`src/rtl/alu_hn_unit.sv`:
```
// rtl/alu_hn_unit.sv - multi-cycle ALU with iterative shifter, registered flags and gated S-bus output
//
// Ports:
//   CLK, CLR        clock (rising edge) and asynchronous active-high reset
//   start           operation request, sampled only while idle
//   op              000 ADD, 001 SUB, 010 AND, 011 OR, 100 XOR, 101 PASS A, 110 SHL, 111 SHR
//   a_in, b_in      operands
//   cin             carry input for ADD
//   shamt           shift count for SHL/SHR
//   ALS             S-bus output enable for H_out
//   busy            high whenever the unit is not idle
//   done            one-cycle completion pulse
//   H_out           result_bus gated by ALS
//   result_bus      ungated result register
//   carry, overflow, zero, negative   status flags of the last completed operation

module alu_hn_unit #(
    parameter int WIDTH   = 16,
    parameter int SHAMT_W = 5
) (
    input  logic               CLK,
    input  logic               CLR,
    input  logic               start,
    input  logic [2:0]         op,
    input  logic [WIDTH-1:0]   a_in,
    input  logic [WIDTH-1:0]   b_in,
    input  logic               cin,
    input  logic [SHAMT_W-1:0] shamt,
    input  logic               ALS,
    output logic               busy,
    output logic               done,
    output logic [WIDTH-1:0]   H_out,
    output logic [WIDTH-1:0]   result_bus,
    output logic               carry,
    output logic               overflow,
    output logic               zero,
    output logic               negative
);

    typedef enum logic [1:0] {
        ST_IDLE,
        ST_SHIFT,
        ST_DONE
    } state_t;

    state_t             state;
    logic [WIDTH-1:0]   sh_reg;
    logic               sh_right;
    logic [SHAMT_W-1:0] cnt;
    logic [WIDTH-1:0]   result_q;

    // Single-cycle datapath. Zero-count shifts fall into the default arm
    // and complete immediately as a pass of A with carry cleared.
    logic [WIDTH-1:0] b_eff;
    logic             c_eff;
    logic [WIDTH:0]   sum;
    logic [WIDTH-1:0] alu_r;
    logic             alu_c;
    logic             alu_v;

    always_comb begin
        b_eff = (op == 3'b001) ? ~b_in : b_in;
        c_eff = (op == 3'b001) ? 1'b1 : cin;
        sum   = {1'b0, a_in} + {1'b0, b_eff} + {{WIDTH{1'b0}}, c_eff};
        alu_r = a_in;
        alu_c = 1'b0;
        alu_v = 1'b0;
        case (op)
            3'b000, 3'b001: begin
                alu_r = sum[WIDTH-1:0];
                alu_c = sum[WIDTH];
                // Same-sign operands producing an opposite-sign sum
                alu_v = (a_in[WIDTH-1] == b_eff[WIDTH-1]) &&
                        (sum[WIDTH-1] != a_in[WIDTH-1]);
            end
            3'b010:  alu_r = a_in & b_in;
            3'b011:  alu_r = a_in | b_in;
            3'b100:  alu_r = a_in ^ b_in;
            default: alu_r = a_in;
        endcase
    end

    // One-bit shift step; the bit leaving the register becomes carry on the
    // final step, so counts beyond WIDTH naturally end with zeros and carry 0.
    logic [WIDTH-1:0] sh_next;
    logic             sh_out;

    always_comb begin
        sh_next = sh_right ? {1'b0, sh_reg[WIDTH-1:1]} : {sh_reg[WIDTH-2:0], 1'b0};
        sh_out  = sh_right ? sh_reg[0] : sh_reg[WIDTH-1];
    end

    logic start_shift;
    assign start_shift = op[2] && op[1] && (shamt != '0);

    always_ff @(posedge CLK or posedge CLR) begin
        if (CLR) begin
            state    <= ST_IDLE;
            sh_reg   <= '0;
            sh_right <= 1'b0;
            cnt      <= '0;
            result_q <= '0;
            carry    <= 1'b0;
            overflow <= 1'b0;
            zero     <= 1'b0;
            negative <= 1'b0;
            busy     <= 1'b0;
            done     <= 1'b0;
        end else begin
            case (state)
                ST_IDLE: begin
                    if (start) begin
                        busy <= 1'b1;
                        if (start_shift) begin
                            sh_reg   <= a_in;
                            sh_right <= op[0];
                            cnt      <= shamt;
                            state    <= ST_SHIFT;
                        end else begin
                            result_q <= alu_r;
                            carry    <= alu_c;
                            overflow <= alu_v;
                            zero     <= (alu_r == '0);
                            negative <= alu_r[WIDTH-1];
                            done     <= 1'b1;
                            state    <= ST_DONE;
                        end
                    end
                end
                ST_SHIFT: begin
                    sh_reg <= sh_next;
                    cnt    <= cnt - SHAMT_W'(1);
                    if (cnt == SHAMT_W'(1)) begin
                        result_q <= sh_next;
                        carry    <= sh_out;
                        overflow <= 1'b0;
                        zero     <= (sh_next == '0);
                        negative <= sh_next[WIDTH-1];
                        done     <= 1'b1;
                        state    <= ST_DONE;
                    end
                end
                ST_DONE: begin
                    done  <= 1'b0;
                    busy  <= 1'b0;
                    state <= ST_IDLE;
                end
                default: begin
                    done  <= 1'b0;
                    busy  <= 1'b0;
                    state <= ST_IDLE;
                end
            endcase
        end
    end

    assign result_bus = result_q;
    assign H_out      = ALS ? result_q : '0;

endmodule

```
`config.mk`:
```
export PLATFORM = sky130hd
export DESIGN_NAME = alu_hn_unit
export DESIGN_NICKNAME = d
export VERILOG_FILES = /design/src/rtl/alu_hn_unit.sv
export SDC_FILE = /design/constraint.sdc
export NUM_CORES = 1
export LEC_CHECK = 0
export ABC_AREA = 1
export ABC_CLOCK_PERIOD_IN_PS = 1910
export CAP_MARGIN = 40
export CORE_ASPECT_RATIO = 0.75
export CORE_UTILIZATION = 55
export CTS_CLUSTER_SIZE = 28
export DETAILED_ROUTE_END_ITERATION = 8
export PLACE_DENSITY = 0.83
export SYNTH_ARGS = -nofsm -noshare
export SYNTH_HDL_FRONTEND = slang
export SYNTH_SLANG_ARGS = --single-unit
```
`constraint.sdc`:
```
create_clock -name CLK -period 1.91 [get_ports CLK]
set_input_delay 0.382 -clock CLK [delete_from_list [all_inputs] [get_ports CLK]]
set_output_delay 0.382 -clock CLK [all_outputs]
set_load 0.01 [all_outputs]
```
; ---- Yosys cells after proc, flatten, opt, wreduce, memory -nomap -nowiden
; Cells that the tools add are included.
[totals]
wordCells = 91
regBits = 46
out_inout_bits = 38
inputBits = 45
[classes]
n_addsub = 3
mux = 44
reduce_logical = 16
n_bitwise = 5
eq_ne = 12
[ops]
columns = operator, count
row1 = 16-bit 2-to-1 mux, 8
row2 = 16-bit one-hot mux with 2 select lines, 2
row3 = 16-bit one-hot mux with 4 select lines, 1
row4 = 16-bit zero test, 2
row5 = 1-bit 2-to-1 mux, 20
row6 = 16-bit by 16-bit adder with 17-bit output, 1
row7 = 17-bit by 1-bit adder with 17-bit output, 1
row8 = 16-bit AND, 1
row9 = 16-bit NOT, 1
row10 = 16-bit OR, 1
row11 = 16-bit XOR, 1
row12 = 1-bit one-hot mux with 2 select lines, 6
row13 = 5-bit 2-to-1 mux, 2
row14 = 5-bit one-hot mux with 2 select lines, 1
row15 = 3-bit AND reduction, 3
row16 = 2-bit inequality test (second input constant), 4
row17 = 3-bit by 2-bit equality test with 1-bit output (second input constant), 2
row18 = 2-bit 2-to-1 mux, 3
row19 = 5-bit by 1-bit equality test with 1-bit output (second input constant), 1
row20 = 5-bit nonzero test, 1
row21 = 5-bit by 1-bit subtractor with 5-bit output (second input constant), 1
row22 = 2-bit one-hot mux with 2 select lines, 1
row23 = 2-bit AND reduction, 2
row24 = 4-bit AND reduction, 1
row25 = 11 further kinds, 13

; ---- Longest topological paths before layout
[logic_depth]
depth_word = 10
depth_mapped = 22
depth_no_buf = 20

; ---- Least setup slack after synthesis
; No wires, ideal clock.
[synth_path]
path_type = input port to flip-flop
start = input port op[1]
end = register zero
path_slack_ns = -1.367
setup_time_ns = 0.077
t_arrival_ns = 3.200
required_ns = 1.833
path_stages = 20
path_buffers = 2
cell_sequence = buf_4 > nor2_2 > buf_2 > nand2_1 > xor2_1 > fa_1 > fa_1 > nand2_1 > nand3_1 > nand3_1 > nand2_1 > nand2_1 > nand3_1 > nand3_1 > nand2_1 > nand2_1 > nand2_1 > nor2_1 > nand3_1 > a21oi_1
[synth_between]
elab_chain_cells = 9
word_cells_on_any_way = 19
classes_between = add/sub: 2 / eq/ne: 5 / mux: 6 / reduce/logical: 6
[synth_rtl]
columns = element, line_no
row1 = from (decl), 24  ; input logic [2:0] op,
row2 = 3-bit by 1-bit equality test with 1-bit output, "62, 63, 68"
row3 = 16-bit 2-to-1 mux, 62  ; b_eff = (op == 3'b001) ? ~b_in : b_in;
row4 = 16-bit by 16-bit adder with 17-bit output, 64  ; sum = {1'b0, a_in} + {1'b0, b_eff} + {{WIDTH{1'b0}}, c_eff};
row5 = 17-bit by 1-bit adder with 17-bit output, 64
row6 = 16-bit one-hot mux with 4 select lines, 68  ; case (op)
row7 = 16-bit zero test, 123  ; zero <= (alu_r == '0);
row8 = 1-bit 2-to-1 mux, 114  ; if (start_shift) begin
row9 = 1-bit 2-to-1 mux, 112  ; if (start) begin
row10 = 1-bit one-hot mux with 2 select lines, 110  ; case (state)
row11 = to (signal assigned), 123
row12 = to (signal assigned), 137  ; zero <= (sh_next == '0);
row13 = to (decl), 36  ; output logic zero,
; Several ways; a longest one is shown, not always the timed one. The select of a mux whose other input is x is not followed.
; A chain may end at the register's enable or synchronous reset.

; ---- Worst setup path after layout
; Same ends and word-level chain as after synthesis.

==> flow_metrics.env <==
export IMPL_finalMaxSlewViolations=0
export IMPL_max_vdd_ir_drop_mv=0.982
export IMPL_worstSetupEndpointType="flip-flop"
export IMPL_timing_max_cap_violations=0
export IMPL_synth_largest_area_cell="sky130_fd_sc_hd__dfrtp_1"
export IMPL_first_pass_detailed_route_iteration_total=7
export IMPL_clkLatencyLatePin_ns=0.30
export IMPL_post_detail_place_hpwl_mm=12.9
export IMPL_fmaxAchievable_ghz=0.352
export IMPL_final_hold_viol_count=0
export IMPL_critical_path_peak_fanout=4
export IMPL_final_cell_area_um2=7540
export IMPL_synth_edf_count=0
export IMPL_final_net_count=1060
export IMPL_all_layer_gr_usage_pct=46.2
export IMPL_yosysUniqueCellTypes=38
export IMPL_rsz0062_at_grt="yes"
export IMPL_r2r_end="result_bus[10]"
export IMPL_drt_iter0_drc=1000
export IMPL_hold_path_class="in2async"
export IMPL_run_status="complete, but fails checks"
export IMPL_maximum_number_of_pins_on_one_net_before_global_route_repair=35
export IMPL_violations="negative setup slack"
export IMPL_routed_wire_length_per_instance_um=21.3
export IMPL_die_width_um=109
export IMPL_setup_viol_count_final=21
export IMPL_dp_cells=1039
export IMPL_path_class="in2reg"
export IMPL_worstPathRequired_ns=2.13
export IMPL_cell_breakdown_of_the_critical_path="buf_6 -> nor2_4 -> nand2_8 -> xor2_2 -> fa_2 -> fa_2 -> nand2_4 -> nand3_4 -> nand3_4 -> nand3_2 -> nand3_2 -> nand2_2 -> nand2_1 -> nand2_1 -> nor2_1 -> nand2_1 -> nor2_1 -> nand3_1 -> a21oi_2"
export IMPL_grt_antenna_before_repair=1
export IMPL_timing_final_crit_period_ns=2.84
export IMPL_timing_slew_headroom_pct=61.2
export IMPL_totalWireLength_mm=22.8
export IMPL_ff2ff_setup_slack_ns=-0.30
export IMPL_ys_async_sr_fraction_pct=100
export IMPL_drive_above_1_share_pct=30.8
export IMPL_place_congestion=0.936
export IMPL_avgViaCountPerCell=6.44
export IMPL_vias=6892
export IMPL_placed_area_um2=6720
export IMPL_yosys_register_bits=45
export IMPL_cpMaxStageDelayCell="sky130_fd_sc_hd__fa_2"
export IMPL_leakage_nw=3.95
export IMPL_area_growth_syn_to_layout_pct=58.3
export IMPL_ys_seq_area_share_pct=23.6
export IMPL_fin_worst_skew_ns=0.00755
export IMPL_initial_utilization_pct=58.6
export IMPL_std_cell_rows=28
export IMPL_buffer_ports_inserted=82
export IMPL_final_period_utilization_pct=149
export IMPL_worst_endpoint_arrival_ns=3.07
export IMPL_mapped_nets=840
export IMPL_dominantRegCellSynth="sky130_fd_sc_hd__dfrtp_1"
export IMPL_reg2reg_depth=9
export IMPL_post_route_worst_setup_slack_ns=-0.935
export IMPL_total_clock_sinks=45
export IMPL_cts_path_max_buffers=2
export IMPL_antenna_cells_inserted=0
export IMPL_total_die_area_um2=9040
export IMPL_die_height_um=82.6
export IMPL_antenna_violating_nets_post_route=0
export IMPL_tritoncts_num_buffers=5
export IMPL_coreArea_um2=8130
export IMPL_grt_overflow_total=0
export IMPL_worst_margin_slew_ns=0.579
export IMPL_synthTopCellsByArea="sky130_fd_sc_hd__dfrtp_1 (24%), sky130_fd_sc_hd__nand2_1 (17%), sky130_fd_sc_hd__ha_1 (13%)"
export IMPL_yosysTopAreaCellShare_pct=23.6
export IMPL_utilization_pct=92.8
export IMPL_source_of_the_worst_register_to_register_timing_path="state[1]"
export IMPL_synthesis_instances=744
export IMPL_timing_critical_path_max_delay_family="simple AND/OR/NAND/NOR gates"
export IMPL_post_synth_instance_area_um2=4760
export IMPL_worst_setup_path_start_kind="primary input"
export IMPL_synthesis_yosys_warnings=0
export IMPL_timing_critical_path_buf_inv=1
export IMPL_power_density_nw_per_um2=1060
export IMPL_instances_no_fill=1070
export IMPL_cts_root_cell="sky130_fd_sc_hd__clkbuf_16"
export IMPL_wire_length_of_the_first_global_routing_pass_mm=31.4
export IMPL_slowest_delay_ns=0.41
export IMPL_pin_count=83
export IMPL_critical_path_top_cell_by_count="sky130_fd_sc_hd__nand2_1"
export IMPL_worst_setup_startpoint="op[1]"
export IMPL_cts_htree_levels=2
export IMPL_tritoncts="done"
export IMPL_post_synth_cell_area_avg_um2=6.40
export IMPL_remaining_drc_errors=0
export IMPL_vias_in_the_first_global_route=6426
export IMPL_clock_pin_slew_worst_setup_and_hold_paths_ns=0.07
==> synthesized netlist by cell type (3+ instances only) <==
library cell and instances:
sky130_fd_sc_hd__o21ai_1 6, sky130_fd_sc_hd__buf_2 10, sky130_fd_sc_hd__or2_2 13, sky130_fd_sc_hd__ha_1 49, sky130_fd_sc_hd__a31oi_1 18, sky130_fd_sc_hd__o211a_1 3
sky130_fd_sc_hd__nor2_2 4, sky130_fd_sc_hd__buf_4 4, sky130_fd_sc_hd__xor2_1 17, sky130_fd_sc_hd__nand3_1 53, sky130_fd_sc_hd__inv_1 120, sky130_fd_sc_hd__nor2_1 54
sky130_fd_sc_hd__clkbuf_1 9, sky130_fd_sc_hd__a21oi_1 16, sky130_fd_sc_hd__dfrtp_1 45, sky130_fd_sc_hd__o31ai_1 3, sky130_fd_sc_hd__nor3_1 7, sky130_fd_sc_hd__nand2_1 213
sky130_fd_sc_hd__inv_2 5, sky130_fd_sc_hd__nand4_1 8, sky130_fd_sc_hd__o21ai_0 61
==> power breakdown <==
part / total [mW] / internal (mW) / switching, mW
combinational: 4.90 / 2.08 / 2.82
sequential: 1.93 / 1.43 / 0.497
clock: 1.18 / 0.756 / 0.428
total: 8.01 / 4.26 / 3.75
==> layout make-up <==
cell class,instances,area (um2)
Multi-Input combinational cell,548,3480
Sequential cell,45,1130
Clock inverter,3,68.8
Fill cell,314,586
Clock buffer,5,125
Tap cell,105,131
Inverter,126,475
Timing Repair Buffer,238,2130
==> logic make-up after synthesis <==
logic type,share of synthesized area (%)
simple gates,32.4
buf+inv,12.8
compound gates,14.2
fa+ha+maj,13.7
flops,23.6
xor+xnor,3.13
==> repair_timing <==
action	4_1_cts	5_1_grt
setup buffers	21	3
setup endpoints to repair	35	32
pin swaps	51	34
gates resized for setup	123	54
hold buffers	0	0
hold endpoints to repair	0	0
==> worst max path at each step <==
stage / to / slack [ns] / depth (start not counted)
after floorplan: zero / -0.89 / 20
after global placement: zero / -1.22 / 19
after detailed placement: zero / -1.35 / 19
after CTS: zero / -0.69 / 19
after global routing: zero / -1.02 / 19
final: zero / -0.93 / 19
==> metal layers <==
| layer | global-route usage, % | wire (um) | vias up |
|---|---|---|---|
| li1 | - | - | 2812 |
| met1 | 52.4 | 7600 | 3111 |
| met2 | 79.4 | 9940 | 705 |
| met3 | 10.3 | 2970 | 264 |
| met4 | 29.9 | 2270 | 0 |
| met5 | 0 | 0 | - |
==> per-stage QoR <==
stage,setup WS [ns],setup TNS [ns],power (mW),hold WS [ns]
final,-0.935,-10.70,8.01,0.382
after global routing,-1.02,-14.00,8.31,0.416
after CTS,-0.690,-7.96,7.34,0.379
after detailed placement,-1.35,-24.48,5.89,0.508
after global placement,-1.22,-21.73,5.67,0.477
after floorplan,-0.886,-10.90,3.95,0.468
==> placed cells by master, fill, tap and decap left out, types with 14 or more instances in the layout <==
cell type | Yosys | routed
sky130_fd_sc_hd__nand3_1 | 53 | 33
sky130_fd_sc_hd__inv_2 | 5 | 15
sky130_fd_sc_hd__inv_1 | 120 | 109
sky130_fd_sc_hd__buf_4 | 4 | 134
sky130_fd_sc_hd__nand2_1 | 213 | 174
sky130_fd_sc_hd__xor2_1 | 17 | 14
sky130_fd_sc_hd__dlygate4sd2_1 | 0 | 18
sky130_fd_sc_hd__a31oi_1 | 18 | 16
sky130_fd_sc_hd__clkdlybuf4s50_1 | 0 | 52
sky130_fd_sc_hd__ha_1 | 49 | 49
sky130_fd_sc_hd__buf_6 | 2 | 14
sky130_fd_sc_hd__nand3_2 | 2 | 18
sky130_fd_sc_hd__dfrtp_1 | 45 | 44
sky130_fd_sc_hd__nor2_1 | 54 | 51
sky130_fd_sc_hd__o21ai_0 | 61 | 57
sky130_fd_sc_hd__nand2_2 | 0 | 32
Note: power is estimated with default switching activity, not from simulation.
